===== src/rtl/mat_pkg.sv =====
// Shared types and constants for the matrix memory read path.
// The reader top honours the optional MATRIX_RD_TRANSPOSE_EN build macro.
package mat_pkg;

    localparam int MAT_ADDR_W  = 4;
    localparam int MAT_MAX_DIM = 10;
    localparam int MAT_DATA_W  = 8;

    typedef enum logic [1:0] {
        IDLE,
        RUN,
        DRAIN,
        DONE
    } mat_state_t;

    typedef struct packed {
        logic [MAT_DATA_W-1:0] data;
        logic                  eol;
        logic                  last;
    } mat_entry_t;

endpackage


===== src/rtl/mat_rd_skid_fifo.sv =====
// Two-entry read-ahead buffer that absorbs the memory read latency.
// Entries come out in arrival order; head is meaningful only while count != 0.
module mat_rd_skid_fifo
    import mat_pkg::*;
#(
    parameter type entry_t = mat_entry_t
) (
    input  logic       clk,
    input  logic       rst,
    input  logic       push,
    input  entry_t     push_entry,
    input  logic       pop,
    output logic [1:0] count,
    output entry_t     head
);

    entry_t mem [2];
    logic   wr_ptr;
    logic   rd_ptr;

    // NOTE: state registers use non-blocking assignments so every flop samples pre-edge values.
    always_ff @(posedge clk or posedge rst) begin
        if (rst) begin
            wr_ptr <= 1'b0;
            rd_ptr <= 1'b0;
            count  <= 2'd0;
        end else begin
            if (push) wr_ptr <= ~wr_ptr;
            if (pop)  rd_ptr <= ~rd_ptr;
            count <= count + 2'(push) - 2'(pop);
        end
    end

    // NOTE: storage is deliberately not reset; the consumer qualifies it with count.
    always_ff @(posedge clk) begin
        if (push) mem[wr_ptr] <= push_entry;
    end

    assign head = mem[rd_ptr];

endmodule


===== src/rtl/matrix_stream_reader.sv =====
// Walks the matrix memory and streams its cells out as a valid/ready stream.
// Define MATRIX_RD_TRANSPOSE_EN to honour the transpose (column-major) request.
module matrix_stream_reader
    import mat_pkg::*;
#(
    parameter int DATA_WIDTH = 8,
    parameter int ROWS       = 10,
    parameter int COLS       = 10
) (
    input  logic                  clk,
    input  logic                  rst,
    input  logic                  start,
    input  logic                  transpose,
    output logic                  en_ReadMat,
    output logic                  en_WriteMat,
    output logic [MAT_ADDR_W-1:0] rowAddr,
    output logic [MAT_ADDR_W-1:0] colAddr,
    input  logic [DATA_WIDTH-1:0] readData,
    output logic [DATA_WIDTH-1:0] out_data,
    output logic                  out_valid,
    input  logic                  out_ready,
    output logic                  out_eol,
    output logic                  out_last,
    output logic                  busy,
    output logic                  done
);

    typedef struct packed {
        logic [DATA_WIDTH-1:0] data;
        logic                  eol;
        logic                  last;
    } entry_t;

    mat_state_t state, next_state;
    logic [1:0] count;
    logic [2:0] occupancy;
    logic       pop, issue, col_major;
    logic       at_row_end, at_col_end, issue_eol, issue_last;
    logic       inflight, inflight_eol, inflight_last;
    entry_t     head, push_entry;

`ifdef MATRIX_RD_TRANSPOSE_EN
    logic col_major_q;

    always_ff @(posedge clk or posedge rst) begin
        if (rst)                          col_major_q <= 1'b0;
        else if (state == IDLE && start)  col_major_q <= transpose;
    end

    assign col_major = col_major_q;
`else
    logic unused_transpose;
    assign unused_transpose = transpose;
    assign col_major        = 1'b0;
`endif

    assign out_valid  = (count != 2'd0);
    assign pop        = out_valid & out_ready;
    // Entries held plus the read still in flight, less the one leaving this cycle.
    assign occupancy  = 3'(count) + 3'(inflight) - 3'(pop);
    assign issue      = (state == RUN) && (occupancy < 3'd2);

    assign at_row_end = (rowAddr == MAT_ADDR_W'(ROWS - 1));
    assign at_col_end = (colAddr == MAT_ADDR_W'(COLS - 1));
    assign issue_last = at_row_end & at_col_end;
    assign issue_eol  = col_major ? at_row_end : at_col_end;

    assign en_ReadMat  = issue;
    assign en_WriteMat = 1'b0;

    always_ff @(posedge clk or posedge rst) begin
        if (rst) state <= IDLE;
        else     state <= next_state;
    end

    // NOTE: every always_comb output gets a default first so no latch is inferred.
    always_comb begin
        next_state = state;
        busy       = 1'b0;
        done       = 1'b0;
        unique case (state)
            IDLE:  if (start) next_state = RUN;
            RUN: begin
                busy = 1'b1;
                if (issue && issue_last) next_state = DRAIN;
            end
            DRAIN: begin
                busy = 1'b1;
                if (pop && head.last) next_state = DONE;
            end
            DONE: begin
                done       = 1'b1;
                next_state = IDLE;
            end
            default: next_state = IDLE;
        endcase
    end

    always_ff @(posedge clk or posedge rst) begin
        if (rst) begin
            rowAddr <= '0;
            colAddr <= '0;
        end else if (issue) begin
            if (issue_last) begin
                rowAddr <= '0;
                colAddr <= '0;
            end else if (!col_major) begin
                colAddr <= at_col_end ? '0 : colAddr + MAT_ADDR_W'(1);
                if (at_col_end) rowAddr <= rowAddr + MAT_ADDR_W'(1);
            end else begin
                rowAddr <= at_row_end ? '0 : rowAddr + MAT_ADDR_W'(1);
                if (at_row_end) colAddr <= colAddr + MAT_ADDR_W'(1);
            end
        end
    end

    // Tags are fixed at issue time and ride alongside the outstanding read.
    always_ff @(posedge clk or posedge rst) begin
        if (rst) begin
            inflight      <= 1'b0;
            inflight_eol  <= 1'b0;
            inflight_last <= 1'b0;
        end else begin
            inflight      <= issue;
            inflight_eol  <= issue_eol;
            inflight_last <= issue_last;
        end
    end

    assign push_entry = '{data: readData, eol: inflight_eol, last: inflight_last};

    mat_rd_skid_fifo #(
        .entry_t (entry_t)
    ) u_fifo (
        .clk        (clk),
        .rst        (rst),
        .push       (inflight),
        .push_entry (push_entry),
        .pop        (pop),
        .count      (count),
        .head       (head)
    );

    assign out_data = out_valid ? head.data : '0;
    assign out_eol  = out_valid & head.eol;
    assign out_last = out_valid & head.last;

endmodule


===== config.mk =====
export PLATFORM = sky130hd
export DESIGN_NAME = matrix_stream_reader
export DESIGN_NICKNAME = d
export VERILOG_FILES = /design/src/rtl/mat_pkg.sv /design/src/rtl/mat_rd_skid_fifo.sv /design/src/rtl/matrix_stream_reader.sv
export SDC_FILE = /design/constraint.sdc
export NUM_CORES = 1
export LEC_CHECK = 0
export CAP_MARGIN = 30
export CORE_ASPECT_RATIO = 0.9
export CORE_MARGIN = 1.5
export CORE_UTILIZATION = 49
export CTS_CLUSTER_DIAMETER = 120
export DETAILED_ROUTE_END_ITERATION = 10
export PLACE_DENSITY_LB_ADDON = 0.15
export SYNTH_ARGS = -nofsm -noshare
export SYNTH_HDL_FRONTEND = slang
export SYNTH_SLANG_ARGS = --single-unit

===== constraint.sdc =====
create_clock -name clk -period 4.15 [get_ports clk]
set_clock_uncertainty 0.15 [all_clocks]
set_input_delay 0.83 -clock clk [delete_from_list [all_inputs] [get_ports clk]]
set_output_delay 0.83 -clock clk [all_outputs]
set_load 0.005 [all_outputs]

# == Word level (Yosys, flattened, before mapping) ==
# Memories as Yosys holds them, arrays and structs flattened.
# Index checks and enable logic that the tools add are counted.
# word_totals
regBits,17
latchBits,0
ram_bits,20
rom_bits,0
output_inout_bits,23
elab_cells,53
memories,1
# mem_list
memory,depth,width,rd,rd_ports_with_merged_regs,write_ports,line,text
u_fifo.mem,2,10,1,0,1,mat_rd_skid_fifo.sv:17,entry_t mem [2];
# classes
add_sub_neg,6
n_mul,0
div_mod_pow,0
magnitude_cmp,1
eq_ne,8
shifts,0
muxes,13
n_bitwise,6
n_reduce_logical,9
# op_table
operator,n
4-bit 2-to-1 mux,4
4-bit by 1-bit adder with 4-bit output (second input constant),2
4-bit equality test (second input constant),2
8-bit 2-to-1 mux,1
2-bit one-hot mux with 4 select lines,1
2-bit 2-to-1 mux,3
1-bit AND,4
2-bit equality test (second input constant),2
1-bit 2-to-1 mux,4
2-bit inequality test (second input constant),2
2-bit nonzero test,2
2-bit by 1-bit adder with 3-bit output,1
1-bit logical AND,3
3-bit by 2-bit < comparator with 1-bit output (second input constant),1
3-bit AND reduction,1
3-bit by 1-bit subtractor with 3-bit output,1
2-bit by 1-bit adder with 2-bit output,1
2-bit by 1-bit equality test with 1-bit output (second input constant),1
2-bit zero test,1
2-bit by 1-bit inequality test with 1-bit output (second input constant),1
1-bit inverter,2
2-bit AND reduction,1
2-bit OR reduction,1
2-bit by 1-bit subtractor with 2-bit output,1

# == Depth between registers and ports, before layout ==
# depth
depth_word,8
ltp_mapped,10
mapped_depth_nobuf,10

# == Cells and area by module ==
# Synthesis repeated with hierarchy kept, for this count alone.
# unflattened
cells_unflattened,130
area_unflattened_um2,1808.0
# by_module_without_submodules
module,n_inst,cells_each,area_each_um2
mat_rd_skid_fifo,1,45,948.4
matrix_stream_reader,1,85,859.6

# == Worst setup path before layout ==
# Ideal clock, no wire load.
# synth_timing
path_type,input-to-output
from,input port out_ready
to,output port en_ReadMat
t_arrival_ns,2.407
path_slack_ns,0.763
path_stages,8
n_path_buf,0
path_cell_list,o21ai_0 > inv_1 > ha_1 > inv_1 > ha_1 > fa_1 > and2b_1 > and2_1
# synth_via
elab_chain_cells,4
# synth_rtl
element,line,text
start: declaration,matrix_stream_reader.sv:21,"input logic out_ready,"
1-bit AND,matrix_stream_reader.sv:58,assign pop = out_valid & out_ready;
via pop,matrix_stream_reader.sv:37,"logic pop, issue, col_major;"
3-bit by 1-bit subtractor with 3-bit output,matrix_stream_reader.sv:60,assign occupancy = 3'(count) + 3'(inflight) - 3'(pop);
via occupancy[1],matrix_stream_reader.sv:36,logic [2:0] occupancy;
3-bit by 2-bit < comparator with 1-bit output,matrix_stream_reader.sv:61,assign issue = (state == RUN) && (occupancy < 3'd2);
1-bit logical AND,matrix_stream_reader.sv:61,
end: declaration,matrix_stream_reader.sv:14,"output logic en_ReadMat,"
# The timed path passes the listed nets, and every way through them passes these cells.

# == Worst setup path in the final report ==
# Ends and elaborated chain as after synthesis.

==> impl_metrics.env <==
export IMPL_cp_cell_sequence="clkdlybuf4s50_1 -> o21ai_1 -> inv_1 -> ha_1 -> inv_1 -> ha_1 -> fa_1 -> and2b_1 -> and2_1 -> dlygate4sd2_1"
export IMPL_post_cts_setup_buffers=0
export IMPL_outcome="completed"
export IMPL_grt_pass1_vias=996
export IMPL_portBuffers=33
export IMPL_cts_max_path_buffers=2
export IMPL_use_met2_pct=26.5
export IMPL_layout_commonest_cell="clkdlybuf4s50_1"
export IMPL_path_max_fanout=2
export IMPL_slew_violations=0
export IMPL_antenna_found_initial=0
export IMPL_clk_pin_slew_worst_paths_ns=0.07
export IMPL_hold_viol=0
export IMPL_grt_usage_pct=16.4
export IMPL_drc_errors=0
export IMPL_max_stage_delay_ns=0.49
export IMPL_finalCoreUtilization_pct=67.9
export IMPL_place_area_mm2=0.00205
export IMPL_layout_common_cells="32 x clkdlybuf4s50_1, 20 x edfxtp_1, 17 x dfrtp_1"
export IMPL_ys_ff_latch=37
export IMPL_rsz0062_at_grt="no"
export IMPL_fin_crit_ns=3.98
export IMPL_root_buffer="clkbuf_8"
export IMPL_diodes=0
export IMPL_ys_seq_area_share_pct=62.0
export IMPL_end_kind="output pin"
export IMPL_synthCells=124
export IMPL_use_met3_pct=6.41
export IMPL_ys_top_cells_by_area="edfxtp_1 36%, dfrtp_1 26%, ha_1 6.1%"
export IMPL_drt_antenna_violating_nets=0
export IMPL_firstDrtPassIters=4
export IMPL_required_ns=3.17
export IMPL_async_flop_share_pct=45.9
export IMPL_avgSynthCellArea_um2=13.3
export IMPL_h_tree_depth=2
export IMPL_clkLatencyLatePin_ns=0.28
export IMPL_grt_overflow_total=0
export IMPL_fmax_mhz=252
export IMPL_grt_max_degree=18
export IMPL_synth_top_cell_by_area="edfxtp_1"
export IMPL_die_w_um=64.2
export IMPL_power_density_mw_per_mm2=679
export IMPL_cpMaxStageDelayCell="fa_1"
export IMPL_syn_to_final_growth_pct=28.8
export IMPL_vias=1018
export IMPL_top_usage_layer="met2"
export IMPL_wl_per_cell_um=12.9
export IMPL_synth_edf_count=20
export IMPL_synth_flop_cell="edfxtp_1"
export IMPL_critPathBufInv=4
export IMPL_min_period_over_period_pct=95.8
export IMPL_hold_class="reg -> reg"
export IMPL_drive_above_1_share_pct=9.04
export IMPL_synth_area_mm2=0.00165
export IMPL_wirelength_mm=2.68
export IMPL_yosysWarnings=0
export IMPL_met1_usage_pct=20.9
export IMPL_path_class="in -> out"
export IMPL_die_area_mm2=0.00373
export IMPL_syn_nets=146
export IMPL_post_cts_resized=2
export IMPL_yosys_area_top_type_share_pct=36.3
export IMPL_tightest_slew_ns=0.901
export IMPL_critPathTopFamily="adder cells"
export IMPL_slew_headroom_pct=39.8
export IMPL_irDropWorstVdd_mv=0.392
export IMPL_io_pins=36
export IMPL_hold_buffers=0
export IMPL_grt_pass1_wl_mm=4.49
export IMPL_final_nets=187
export IMPL_tritoncts_num_sinks=37
export IMPL_die_height_um=58.1
export IMPL_hpwl_mm=1.98
export IMPL_cts_tree="yes"
export IMPL_rows=19
export IMPL_worstPathArrival_ns=3.00
export IMPL_p_leak_nw=0.918
export IMPL_routed_via_density=4.89
export IMPL_final_cell_area_mm2=0.00213
export IMPL_drv_cap=0
export IMPL_core_area_mm2=0.00314
export IMPL_drtIter0Drc=14
export IMPL_finalSetupViolCount=0
export IMPL_start_util_pct=52.7
export IMPL_yosysUniqueCellTypes=34
export IMPL_crit_path_start_kind="input port"
export IMPL_tritoncts_num_buffers=5
export IMPL_place_gp_congestion=0.721
cells by family after synthesis:
family	share of synthesized area [%]
AOI/OAI and AO/OA	5.07
xor gates and xnor gates	3.10
adders and majority gates	7.26
buffers and inverters	3.48
DFF	62.0
muxes	7.41
other	0.227
and+or+nand+nor	11.4
flip-flops by register name (all words and copies together), names as in the netlist:
register,flops
rowAddr,4
colAddr,4
inflight_eol,1
inflight,1
inflight_last,1
u_fifo.count,2
u_fifo.rd_ptr,1
u_fifo.wr_ptr,1
state,2
u_fifo.mem,20
path summary, 6_finish.rpt:
kind / cells past startpoint / start / end / slack [ns]
min in group asynchronous: 2 / rst / u_fifo.wr_ptr / 0.78
hold reg to reg: 0 / inflight_eol / u_fifo.mem[0][1] / 0.31
setup reg to reg: 11 / u_fifo.count[1] / state[1] / 1.13
max in group asynchronous: 2 / rst / u_fifo.count[0] / 2.65
hold / removal: 0 / inflight_eol / u_fifo.mem[0][1] / 0.31
setup / recovery: 10 / out_ready / en_ReadMat / 0.17
stage by stage:
stage               total power, mW  hold WS, ns  setup TNS, ns  setup slack, ns  instances
global placement               1.21        0.287        -0.0244          -0.0244        200
finish                         1.45        0.313              0            0.174        208
floorplan                     0.912        0.270              0            0.763        124
global route                   1.56        0.340              0           0.0255        208
detailed placement             1.23        0.288        -0.0717          -0.0717        200
CTS                            1.47        0.308              0            0.161        208
synthesized netlist by cell type, types with 2 or more instances:
cell and n:
nor2b_1 4, nor3_1 2, nand3_1 4, ha_1 8, edfxtp_1 20, a21o_1 2
and2_1 3, inv_1 11, nand2_1 3, o21ai_0 3, xnor2_1 2, nor2_1 13
dfrtp_1 17, o31ai_1 2, xor2_1 2, mux2i_1 10
report_power, final:
group,internal [mW],switching [mW],total [mW]
logic,0.370,0.250,0.620
clock network,0.113,0.116,0.229
registers,0.492,0.106,0.598
routing by layer:
| metal | vias to the layer above | share of wire [%] | wire length (um) |
|---|---|---|---|
| li1 | 514 | - | - |
| met1 | 480 | 45 | 1200 |
| met2 | 21 | 50 | 1330 |
| met3 | 3 | 4.5 | 120 |
| met4 | 0 | 1.0 | 27 |
| met5 | - | 0 | 0 |
layout make-up:
| class | instances | area (um2) |
|---|---|---|
| Clock buffer | 5 | 68.8 |
| Inverter | 11 | 41.3 |
| Sequential cell | 37 | 1030 |
| Multi-Input combinational cell | 73 | 571 |
| Clock inverter | 3 | 12.5 |
| Timing Repair Buffer | 37 | 359 |
| Fill cell | 262 | 1010 |
| Tap cell | 42 | 52.6 |
worst register-to-register path, stage by stage, from the launching register on:
cell and delay (ns):
dfrtp_1 0.43, o21ai_1 0.19, inv_1 0.07, ha_1 0.27
inv_1 0.04, ha_1 0.19, fa_1 0.44, and2b_1 0.22
buf_4 0.13, nand4_2 0.12, a221oi_2 0.30, mux2_1 0.34
Note: power is estimated with default switching activity, not from simulation.
